--- src/rtl/dlx_fetch_unit.sv ---
// dlx_fetch_unit: instruction-fetch stage of the single-issue DLX datapath.
// Owns the PC, fetches one word per instruction over an imem req/ack
// handshake, holds it for decode, and commits the next PC on retirement.
// Ports:
//   clk_i, rst_i          clock, synchronous active-high reset
//   imem_req_o/addr_o     fetch request and word address (= pc_o)
//   imem_ack_i/rdata_i    fetch response
//   inst_o, inst_valid_o  held instruction and its valid flag
//   pc_o, pc_plus4_o      address of inst_o and its link value
//   adv_i                 datapath retired inst_o; commit next PC
//   branch_z_i, branch_nz_i, jmp_i, jmp_r_i  decoder outputs for inst_o
//   bus_a_i               rs1 value: branch operand and register-jump target
//   retired_o             instructions retired since reset (wraps)
module dlx_fetch_unit #(
  parameter logic [31:0] RESET_PC = 32'h0000_0000
) (
  input  logic        clk_i,
  input  logic        rst_i,
  output logic        imem_req_o,
  output logic [31:0] imem_addr_o,
  input  logic        imem_ack_i,
  input  logic [31:0] imem_rdata_i,
  output logic [31:0] inst_o,
  output logic        inst_valid_o,
  output logic [31:0] pc_o,
  output logic [31:0] pc_plus4_o,
  input  logic        adv_i,
  input  logic        branch_z_i,
  input  logic        branch_nz_i,
  input  logic        jmp_i,
  input  logic        jmp_r_i,
  input  logic [31:0] bus_a_i,
  output logic [31:0] retired_o
);

  localparam int unsigned XLEN = 32;

  typedef enum logic [1:0] {
    BOOT  = 2'd0,
    FETCH = 2'd1,
    HOLD  = 2'd2
  } state_e;

  state_e            state_q, state_d;
  logic [XLEN-1:0]   pc_q, pc_d;
  logic [XLEN-1:0]   pc_plus4_q, pc_plus4_d;
  logic [XLEN-1:0]   inst_q, inst_d;
  logic [XLEN-1:0]   retired_q, retired_d;
  logic              req_q, req_d;
  logic              valid_q, valid_d;

  logic              br_taken;
  logic [XLEN-1:0]   jmp_off, br_off, next_pc;

  // Next-PC selection; only sampled when adv_i commits in HOLD.
  always_comb begin
    jmp_off  = {{6{inst_q[25]}}, inst_q[25:0]};
    br_off   = {{16{inst_q[15]}}, inst_q[15:0]};
    br_taken = (branch_z_i && (bus_a_i == '0)) || (branch_nz_i && (bus_a_i != '0));
    if (jmp_r_i) begin
      next_pc = {bus_a_i[31:2], 2'b00};
    end else if (jmp_i) begin
      next_pc = pc_plus4_q + jmp_off;
    end else if (br_taken) begin
      next_pc = pc_plus4_q + br_off;
    end else begin
      next_pc = pc_plus4_q;
    end
  end

  // Next-state and datapath register updates.
  always_comb begin
    state_d    = state_q;
    pc_d       = pc_q;
    pc_plus4_d = pc_plus4_q;
    inst_d     = inst_q;
    retired_d  = retired_q;
    unique case (state_q)
      BOOT: state_d = FETCH;
      FETCH: begin
        if (imem_ack_i) begin
          inst_d  = imem_rdata_i;
          state_d = HOLD;
        end
      end
      HOLD: begin
        if (adv_i) begin
          pc_d       = next_pc;
          pc_plus4_d = next_pc + XLEN'(4);
          retired_d  = retired_q + XLEN'(1);
          state_d    = FETCH;
        end
      end
      default: state_d = BOOT;
    endcase
    // Flags are registered from the next state so they track state_q exactly.
    req_d   = (state_d == FETCH);
    valid_d = (state_d == HOLD);
  end

  // State and output registers.
  always_ff @(posedge clk_i) begin
    if (rst_i) begin
      state_q    <= BOOT;
      pc_q       <= RESET_PC;
      pc_plus4_q <= RESET_PC + XLEN'(4);
      inst_q     <= '0;
      retired_q  <= '0;
      req_q      <= 1'b0;
      valid_q    <= 1'b0;
    end else begin
      state_q    <= state_d;
      pc_q       <= pc_d;
      pc_plus4_q <= pc_plus4_d;
      inst_q     <= inst_d;
      retired_q  <= retired_d;
      req_q      <= req_d;
      valid_q    <= valid_d;
    end
  end

  assign imem_req_o   = req_q;
  assign imem_addr_o  = pc_q;
  assign inst_o       = inst_q;
  assign inst_valid_o = valid_q;
  assign pc_o         = pc_q;
  assign pc_plus4_o   = pc_plus4_q;
  assign retired_o    = retired_q;

endmodule

--- config.mk ---
export PLATFORM = sky130hd
export DESIGN_NAME = dlx_fetch_unit
export DESIGN_NICKNAME = d
export VERILOG_FILES = /design/src/rtl/dlx_fetch_unit.sv
export SDC_FILE = /design/constraint.sdc
export NUM_CORES = 1
export LEC_CHECK = 0
export ABC_AREA = 0
export CAP_MARGIN = 20
export CORE_ASPECT_RATIO = 0.9
export CORE_MARGIN = 5
export CORE_UTILIZATION = 41
export DETAILED_ROUTE_END_ITERATION = 16
export PLACE_DENSITY = 0.69
export SETUP_SLACK_MARGIN = 0.5
export SYNTH_ARGS = -nofsm -noshare
export SYNTH_HDL_FRONTEND = slang
export SYNTH_SLANG_ARGS = --single-unit
--- constraint.sdc ---
create_clock -name clk_i -period 6.6 [get_ports clk_i]
set_input_delay 1.32 -clock clk_i [delete_from_list [all_inputs] [get_ports clk_i]]
set_output_delay 1.32 -clock clk_i [all_outputs]
set_load 0.02 [all_outputs]
==> impl_metrics.toml <==
[run_status]
outcome = "completed"

[worst_setup_path]
cp_data_arrival_time_ns = 5.96
end_kind = "flop"
worstPathRequired_ns = 6.95
worstSetupPathType = "in2reg"
slowest_stage = "or4_4"
cpMostUsedCell = "inv_1"
slowest_delay_ns = 0.62
path_max_fanout = 17
start_kind = "input port"
crit_chain = "clkdlybuf4s50_1 -> nor4_1 -> nand4_1 -> nor2_1 -> mux2i_1 -> buf_4 -> o221ai_1 -> inv_1 -> ha_1 -> inv_1 -> nor3_2 -> nand2_1 -> or4_4 -> nor4_4 -> nand3_1 -> xor2_1 -> a211oi_2"

[routing]
drtAntennaViolNets = 0
post-route-drc-count = 0
wl_per_cell_um = 19.2
vias_per_cell = 5.74
drtPass1Iterations = 7
dr_total_vias = 9943
wirelength_mm = 33.2
drtIter0Drc = 794

[floorplanning]
core.rowCount = 52
die_w_um = 169
core_area_um2 = 22400
fp.dieArea_um2 = 25700
die_h_um = 153
start_util = 0.414
io_pins = 234

[synth]
synth.top_cells.by_count = "nor2_1 (159), nand2_1 (158), a21oi_1 (142), dfxtp_1 (130), o21ai_0 (56)"
synth_top_cells_by_area = "dfxtp_1 (28%), a21oi_1 (7.7%), ha_1 (6.5%)"
yosys_warnings = 0
synth_ff_type = "dfxtp_1"
synth_enable_flop_cells = 0
synth.avg_cell_area_um2 = 7.45
synth.most_common_cell = "nor2_1"
async_flop_share = 0
synth_cells = 1244
synth_fp_nets = 1365
yosys.area.top_type = "dfxtp_1"
synth_cell_types = 79
syn_area_um2 = 9270
synth_top_area_frac = 0.281
ys_seq_area_frac = 0.281
ys_ff_latch = 130

[grt]
grt_max_degree = 97
grt_use_total = 0.254
grt_pass1_vias = 9550
antenna_found_initial = 2
grt_pass1_wl_mm = 52.8
grt_remaining_overflow = 0

[pwr]
leakagePower_nw = 4.50
powerDensity_nw_per_um2 = 179
irDropWorstVdd_mv = 0.130

[timing]
fmax_ghz = 0.178
final_hold_viol_count = 0
finClkSkew_ns = 0.0146
finalCritPeriodShare = 0.851
maxSlewViolCount = 0
worst_pin_slew_ns = 1.02
fin_crit_ns = 5.62
slew_headroom = 0.319
setup-tns-final_ns = 0
fin_ws_ns = 0.984
rsz0062_at_grt = "false"
setup_viol = 0

[clock_tree]
cts_tree = "built"
cts_buffer_depth = 2
cts_buffers = 17
clock_sinks = 130
cts-htree-levels = 4
cts.clk_slew.worst_paths_ns = 0.07
cts_resized = 0
holdBufCountCts = 0
clock-root-buffer = "clkbuf_16"
postCtsSetupBuffers = 0
worstSkewPairLatency_ns = 0.43

[cells_and_area]
drive_above_1_share = 0.0648
finalNonFillerCells = 1733
final_nets = 1543
synthToLayoutAreaGrowth_pct = 32.2
design_area_um2 = 12300
fin_util = 0.548

[job]
maxCapViolations = 0

[placed_design]
place.gp.congestion = 0.941
dpl_worst_slack_ns = 0.695
dp_cells = 1700
hpwlAfterDp_mm = 25.5
io_buffers = 233
placed_area_um2 = 11600

[min_path]
hp-class = "reg2reg"
where the power goes:
| part | total (mW) | internal (mW) | switching (mW) |
|---|---|---|---|
| combinational | 0.378 | 0.159 | 0.219 |
| clock | 0.990 | 0.576 | 0.414 |
| sequential | 0.827 | 0.803 | 0.0241 |
registers in the layout, indices dropped and copies added, names as in the netlist:
register / count
imem_addr_o: 32
imem_req_o: 1
inst_o: 32
inst_valid_o: 1
pc_plus4_o: 30
retired_o: 32
state_q: 2
layout by cell type, fill, tap and decap left out, types with 4 or more instances in the layout:
cell	netlist	final
a211oi_1	36	36
a21o_1	14	14
a21oi_1	142	142
a311oi_1	6	6
a31o_2	4	4
a31oi_1	9	9
and2_1	5	5
and3_1	17	17
buf_4	34	22
clkbuf_16	0	17
clkdlybuf4s50_1	0	232
dfxtp_1	130	130
ha_1	48	48
inv_1	22	22
inv_6	0	5
inv_8	0	4
mux2i_1	7	7
nand2_1	158	158
nand2b_1	18	18
nand3_1	43	43
nand3b_1	5	5
nand4_1	18	18
nor2_1	159	158
nor2b_1	8	8
nor3_1	20	20
nor4_1	7	7
nor4_2	5	5
nor4_4	5	5
o211ai_1	8	8
o21a_1	8	8
o21ai_0	56	56
o21bai_1	4	4
o221ai_1	11	11
o22ai_1	9	9
o31ai_1	10	10
or2_2	5	5
or3_1	15	15
xnor2_1	30	30
xor2_1	46	46
per-layer routing:
metal  global-route usage  vias up  routed length [µm]
met2                0.405      445               15000
li1                     -     4817                   -
met4               0.0893        4                1070
met5                    0        -                  27
met1                0.328     4595               14300
met3               0.0716       82                2850
worst paths after layout:
check	slack [ns]	startpoint	end	depth (start not counted)
worst min register to register	0.46	inst_o[27]	inst_o[27]	2
worst max register to register	1.57	imem_addr_o[0]	pc_plus4_o[31]	15
worst min-delay path	0.46	inst_o[27]	inst_o[27]	2
worst max-delay path	0.98	bus_a_i[30]	pc_plus4_o[30]	17
critical path: cells and delay by family:
kind / cells / cell delay, ns
buffers and inverters: 4 / 1.09
adders and majority gates: 1 / 0.15
muxes: 1 / 0.31
AOI/OAI and AO/OA: 2 / 0.45
and+or+nand+nor: 8 / 2.46
xor gates and xnor gates: 1 / 0.18
metrics by stage:
step	hold slack, ns	power [mW]
final	0.456	2.20
after detailed placement	0.449	1.22
after global placement	0.442	1.22
after CTS	0.460	2.21
after floorplan	0.535	1.06
after global routing	0.482	2.28
cells by family after synthesis:
family,after synthesis,share of synthesized area
XOR/XNOR,76,0.0718
multiplexers,10,0.0112
AND/OR/NAND/NOR,506,0.265
adder cells (fa/ha/maj),49,0.0669
AO/OA/AOI/OAI,354,0.241
flip-flops,130,0.281
buffers and inverters,119,0.0630
layout make-up:
class / instances / area (µm²)
tap: 297 / 372
fill: 2145 / 10100
sequential: 130 / 2600
timing repair buffer: 254 / 2490
clock buffer: 17 / 425
multi-input combinational: 995 / 6090
inverter: 24 / 90.1
antenna: 1 / 2.50
clock inverter: 15 / 188
(Power assumes the default switching activity.)
